**src/rtl/lam_unit.sv**
```systemverilog
// Load/store access unit: one memory transaction per request, stalling the pipeline until done.
// Optional macro LAM_MISALIGN_TRAP_EN traps misaligned halfword/word accesses instead of issuing them.
module lam_unit (
  input  logic        clk,
  input  logic        reset,
  input  logic [8:0]  lam_control,
  input  logic        lam_new,
  input  logic [31:0] alu_out,
  input  logic [31:0] store_data,
  output logic        mem_req,
  output logic        mem_we,
  output logic [31:0] mem_addr,
  output logic [31:0] mem_wdata,
  output logic [3:0]  mem_be,
  input  logic        mem_ready,
  input  logic [31:0] mem_rdata,
  output logic        stall,
  output logic        wb_en,
  output logic [4:0]  wb_sel,
  output logic [31:0] wb_data,
  output logic        misalign_err
);

  typedef enum logic [1:0] {StIdle, StReq, StWait, StWb} state_e;
  typedef enum logic [1:0] {SzByte, SzHalf, SzWord} size_e;

  // Store encodings 100/101 are not defined, so they fall back to word access.
  function automatic size_e access_size(input logic is_store, input logic [2:0] f3);
    case (f3)
      3'b000:  access_size = SzByte;
      3'b001:  access_size = SzHalf;
      3'b100:  access_size = is_store ? SzWord : SzByte;
      3'b101:  access_size = is_store ? SzWord : SzHalf;
      default: access_size = SzWord;
    endcase
  endfunction

  state_e      state_q;
  size_e       size_q;
  logic        store_q;
  logic        uns_q;
  logic [4:0]  rd_q;
  logic [31:0] addr_q;
  logic [31:0] wdata_q;
  logic [3:0]  be_q;
  logic        wb_en_q;
  logic [31:0] wb_data_q;
  logic        err_q;

  size_e       acc_size;
  logic [3:0]  be_n;
  logic [31:0] wdata_n;
  logic        misalign;
  logic        accept;
  logic [7:0]  byte_lane;
  logic [15:0] half_lane;
  logic [31:0] load_data;

  assign accept = lam_new || lam_control[8];

  always_comb begin
    acc_size = access_size(lam_control[8], lam_control[7:5]);
    case (acc_size)
      SzByte: begin
        be_n    = 4'b0001 << alu_out[1:0];
        wdata_n = {4{store_data[7:0]}};
      end
      SzHalf: begin
        be_n    = 4'b0011 << {alu_out[1], 1'b0};
        wdata_n = {2{store_data[15:0]}};
      end
      default: begin
        be_n    = 4'b1111;
        wdata_n = store_data;
      end
    endcase
`ifdef LAM_MISALIGN_TRAP_EN
    misalign = ((acc_size == SzHalf) && alu_out[0]) ||
               ((acc_size == SzWord) && (alu_out[1:0] != 2'b00));
`else
    misalign = 1'b0;
`endif
  end

  always_comb begin
    byte_lane = 8'(mem_rdata >> {addr_q[1:0], 3'b000});
    half_lane = 16'(mem_rdata >> {addr_q[1], 4'b0000});
    case (size_q)
      SzByte:  load_data = {{24{byte_lane[7] & ~uns_q}}, byte_lane};
      SzHalf:  load_data = {{16{half_lane[15] & ~uns_q}}, half_lane};
      default: load_data = mem_rdata;
    endcase
  end

  always_ff @(posedge clk) begin
    if (reset) begin
      state_q   <= StIdle;
      size_q    <= SzByte;
      store_q   <= 1'b0;
      uns_q     <= 1'b0;
      rd_q      <= 5'd0;
      addr_q    <= 32'd0;
      wdata_q   <= 32'd0;
      be_q      <= 4'd0;
      wb_en_q   <= 1'b0;
      wb_data_q <= 32'd0;
      err_q     <= 1'b0;
    end else begin
      wb_en_q <= 1'b0;
      err_q   <= 1'b0;
      case (state_q)
        StIdle: begin
          if (accept) begin
            size_q  <= acc_size;
            store_q <= lam_control[8];
            uns_q   <= lam_control[7];
            rd_q    <= lam_control[4:0];
            addr_q  <= alu_out;
            wdata_q <= wdata_n;
            be_q    <= be_n;
            // A trapped access spends its single stall cycle in StWb with wb_en held low.
            if (misalign) begin
              err_q   <= 1'b1;
              state_q <= StWb;
            end else begin
              state_q <= StReq;
            end
          end
        end
        StReq:  state_q <= StWait;
        StWait: begin
          if (mem_ready) begin
            if (store_q) begin
              state_q <= StIdle;
            end else begin
              wb_data_q <= load_data;
              wb_en_q   <= (rd_q != 5'd0);
              state_q   <= StWb;
            end
          end
        end
        StWb:    state_q <= StIdle;
        default: state_q <= StIdle;
      endcase
    end
  end

  assign stall        = (state_q != StIdle);
  assign mem_req      = (state_q == StReq) || (state_q == StWait);
  assign mem_we       = mem_req && store_q;
  assign mem_addr     = {addr_q[31:2], 2'b00};
  assign mem_be       = be_q;
  assign mem_wdata    = wdata_q;
  assign wb_en        = wb_en_q;
  assign wb_sel       = rd_q;
  assign wb_data      = wb_data_q;
  assign misalign_err = err_q;

endmodule

```
**config.mk**
```make
export PLATFORM = sky130hd
export DESIGN_NAME = lam_unit
export DESIGN_NICKNAME = d
export VERILOG_FILES = /design/src/rtl/lam_unit.sv
export SDC_FILE = /design/constraint.sdc
export NUM_CORES = 1
export LEC_CHECK = 0
export CORE_ASPECT_RATIO = 0.6
export CORE_MARGIN = 2
export CORE_UTILIZATION = 44
export CTS_BUF_LIST = sky130_fd_sc_hd__clkbuf_4 sky130_fd_sc_hd__clkbuf_8
export CTS_CLUSTER_SIZE = 30
export DETAILED_ROUTE_END_ITERATION = 8
export PLACE_DENSITY = 0.91
export RECOVER_POWER = 25
export SYNTH_ARGS = -nofsm -noshare
export SYNTH_HDL_FRONTEND = slang
export SYNTH_SLANG_ARGS = --single-unit
```
**constraint.sdc**
```tcl
create_clock -name clk -period 1.8 [get_ports clk]
set_input_delay 0.36 -clock clk [delete_from_list [all_inputs] [get_ports clk]]
set_output_delay 0.36 -clock clk [all_outputs]
set_load 0.03 [all_outputs]
```
==> results.py <==
metrics = {
    "run_status": {
        "status": "completed",
    },
    "worst_setup_path": {
        "critPathCaptureType": "output pin",
        "cp_slowest_cell": "clkdlybuf4s50_1",
        "cpPeakStageDelay_ps": 690,
        "arrival_ps": 1400,
        "worst_ep_required_time_ps": 1440,
        "crit_family": "buffers and inverters",
        "path_buf_inv": 1,
        "worstPathMaxFanout": 2,
        "start_kind": "flip-flop",
        "critPathKind": "reg -> out",
        "worstPathCellList": "clkdlybuf4s50_1",
    },
    "clock_tree": {
        "htreeDepth": 3,
        "worstSkewPairLatency_ps": 370,
        "hold_buffers": 0,
        "cts_made_buffers": 9,
        "clkSlewWorstSetupHoldPaths_ps": 100,
        "cts.path.max_buffers": 2,
        "postCtsSetupRepairBufs": 0,
        "clock_sinks": 112,
        "root_buffer": "clkbuf_8",
        "cts_tree": "yes",
    },
    "timing": {
        "drv_slew": 0,
        "hold_violations": 0,
        "rsz0062_at_grt": "false",
        "period_minus_slack_ps": 1760,
        "fin_skew_ps": 12.1,
        "max_freq_ghz": 0.569,
        "setup_viol": 0,
        "fin_tns_setup_ps": 0,
        "finalCritPeriodShare_pct": 97.7,
    },
    "drt": {
        "dr.pass1.iters": 5,
        "dr.first_iter.drc_count": 244,
        "routed_wl_um": 15100,
        "ant_nets": 0,
        "wl_per_cell_um": 15.8,
        "route.detailed.drc": 0,
        "routed_via_density": 5.14,
        "vias": 4900,
    },
    "synth": {
        "synth_seq_area_share_pct": 43.9,
        "synth_area_leaders": "dfxtp_1, nand2_1, a21oi_1",
        "synth-seq-cells": 112,
        "ys.flop_type": "dfxtp_1",
        "synth_common_cells": "nand2_1, dfxtp_1, a21oi_1",
        "yosysUniqueCellTypes": 39,
        "yosysMostFrequentCell": "nand2_1",
        "avgSynthCellArea_um2": 8.38,
        "netlist_area_um2": 5110,
        "yosysTopAreaCell": "dfxtp_1",
        "synth-edff-count": 0,
        "ys_warn_count": 0,
        "netlist_instances": 610,
        "async_reset_ff_share_pct": 0,
        "synth_top_area_share_pct": 43.9,
    },
    "global_route": {
        "grt-ovfl-total": 0,
        "grt_max_degree": 47,
        "grt_pass1_vias": 4484,
        "grt_first_pass_wirelength_um": 22900,
        "gr-usage-all-layers_pct": 23.3,
        "antenna_found_initial": 1,
    },
    "final_layout": {
        "diodes": 0,
        "layout.nets": 900,
        "regArea_um2": 2250,
        "area_delta_synth_final_pct": 42.5,
        "multi_input_area_um2": 2410,
        "fill_cells": 968,
        "final_cells": 953,
        "drive_gt1_share_pct": 11.3,
    },
    "power": {
        "p_leak_nw": 2.91,
        "vdd_drop_max_mv": 0.618,
        "p_per_area_nw_per_um2": 1300,
    },
    "placement": {
        "dp_hpwl_um": 11200,
        "dp.cells": 938,
        "gp_congestion": 0.930,
        "portBuffers": 215,
    },
    "die": {
        "start_util_pct": 45.2,
        "coreArea_um2": 11300,
        "io_pins": 219,
        "fp.dieW_um": 143,
        "die_y_um": 87.5,
        "die-area_um2": 12500,
        "rows": 30,
    },
    "job": {
        "maxCapViolations": 0,
    },
    "min_path": {
        "worstHoldPathType": "in -> reg",
    },
}
repair_timing:
item | CTS | global route
resized for setup | 19 | 67
pin swaps | 0 | 2
setup endpoints to repair | 15 | 89
cloned | 0 | 0
flip-flops by register name, indices dropped and copies added (netlist names):
| register | cells |
|---|---|
| size_q | 2 |
| wb_en | 1 |
| store_q | 1 |
| mem_wdata | 32 |
| uns_q | 1 |
| state_q | 2 |
| mem_be | 4 |
| addr_q | 32 |
| wb_sel | 5 |
| wb_data | 32 |
layout make-up:
cell class | count | area share [%]
inverters | 6 | 0.309
multi-input cells | 414 | 33.2
repair buffers | 246 | 30.2
clock buffers | 10 | 1.89
well taps | 160 | 2.75
clock inverters | 5 | 0.876
flip-flops and latches | 112 | 30.8
where the power goes:
group	switching, W	internal (W)
clock	0.000849	0.000690
sequential	0.000315	0.00303
combinational	0.00285	0.00174
total	0.00401	0.00546
worst reg2reg max path, cell delays in order (launching register included):
cell and delay (ps):
dfxtp_2 460, mux2i_1 360, o22ai_2 180, a211oi_4 410
a211oi_1 150
through the flow:
step	worst slack, ps	instance area [um2]	utilization [%]	hold WS, ps	power, W
2_1_floorplan	275	5120	-	436	0.00644
3_5_place_dp	-246	7350	65.1	447	0.00834
5_1_grt	0.228	7280	64.5	420	0.0101
4_1_cts	0.176	7540	66.8	383	0.00984
3_3_place_gp	-185	7350	65.1	441	0.00826
6_report	41.0	7280	64.5	421	0.00947
cell families after synthesis:
logic type      Yosys count  share of synthesized area (%)
flops                   112                           43.9
simple gates            214                           17.3
buf+inv                  86                           9.60
mux                      40                           8.42
other cells               1                         0.0734
compound gates          155                           20.3
fa+ha+maj                 2                          0.490
routing by layer:
| layer | track usage (%) | share of wire (%) | up-vias |
|---|---|---|---|
| met5 | 0 | 0.11 | - |
| met1 | 31.6 | 45 | 2263 |
| met3 | 8.36 | 9.3 | 15 |
| met4 | 4.77 | 0.87 | 2 |
| met2 | 35.8 | 44 | 201 |
| li1 | - | - | 2419 |
final timing paths:
path / startpoint / end / slack (ps) / depth (start not counted)
max: wb_data[12]$_SDFFE_PP0P_ / wb_data[12] / 40 / 1
min: reset / mem_wdata[4]$_SDFFE_PP0P_ / 420 / 2
max reg2reg: addr_q[1]$_SDFFE_PP0P_ / wb_data[12]$_SDFFE_PP0P_ / 120 / 4
min reg2reg: addr_q[7]$_SDFFE_PP0P_ / addr_q[7]$_SDFFE_PP0P_ / 450 / 2
cell usage in the layout, fill, tap and decap left out, types with 6 or more instances in the layout:
master	n
dlymetal6s2s_1	14
nand2_1	137
a22oi_1	7
a21oi_1	70
mux2_2	14
dfxtp_1	109
clkdlybuf4s50_1	138
o21ai_0	8
o211ai_1	8
buf_4	24
dlygate4sd2_1	12
clkbuf_1	47
buf_12	7
nand3b_1	7
a211oi_1	39
mux2i_1	25
inv_1	6
nor2_1	52
clkbuf_8	10
a211oi_2	10
(Power assumes the default switching activity.)
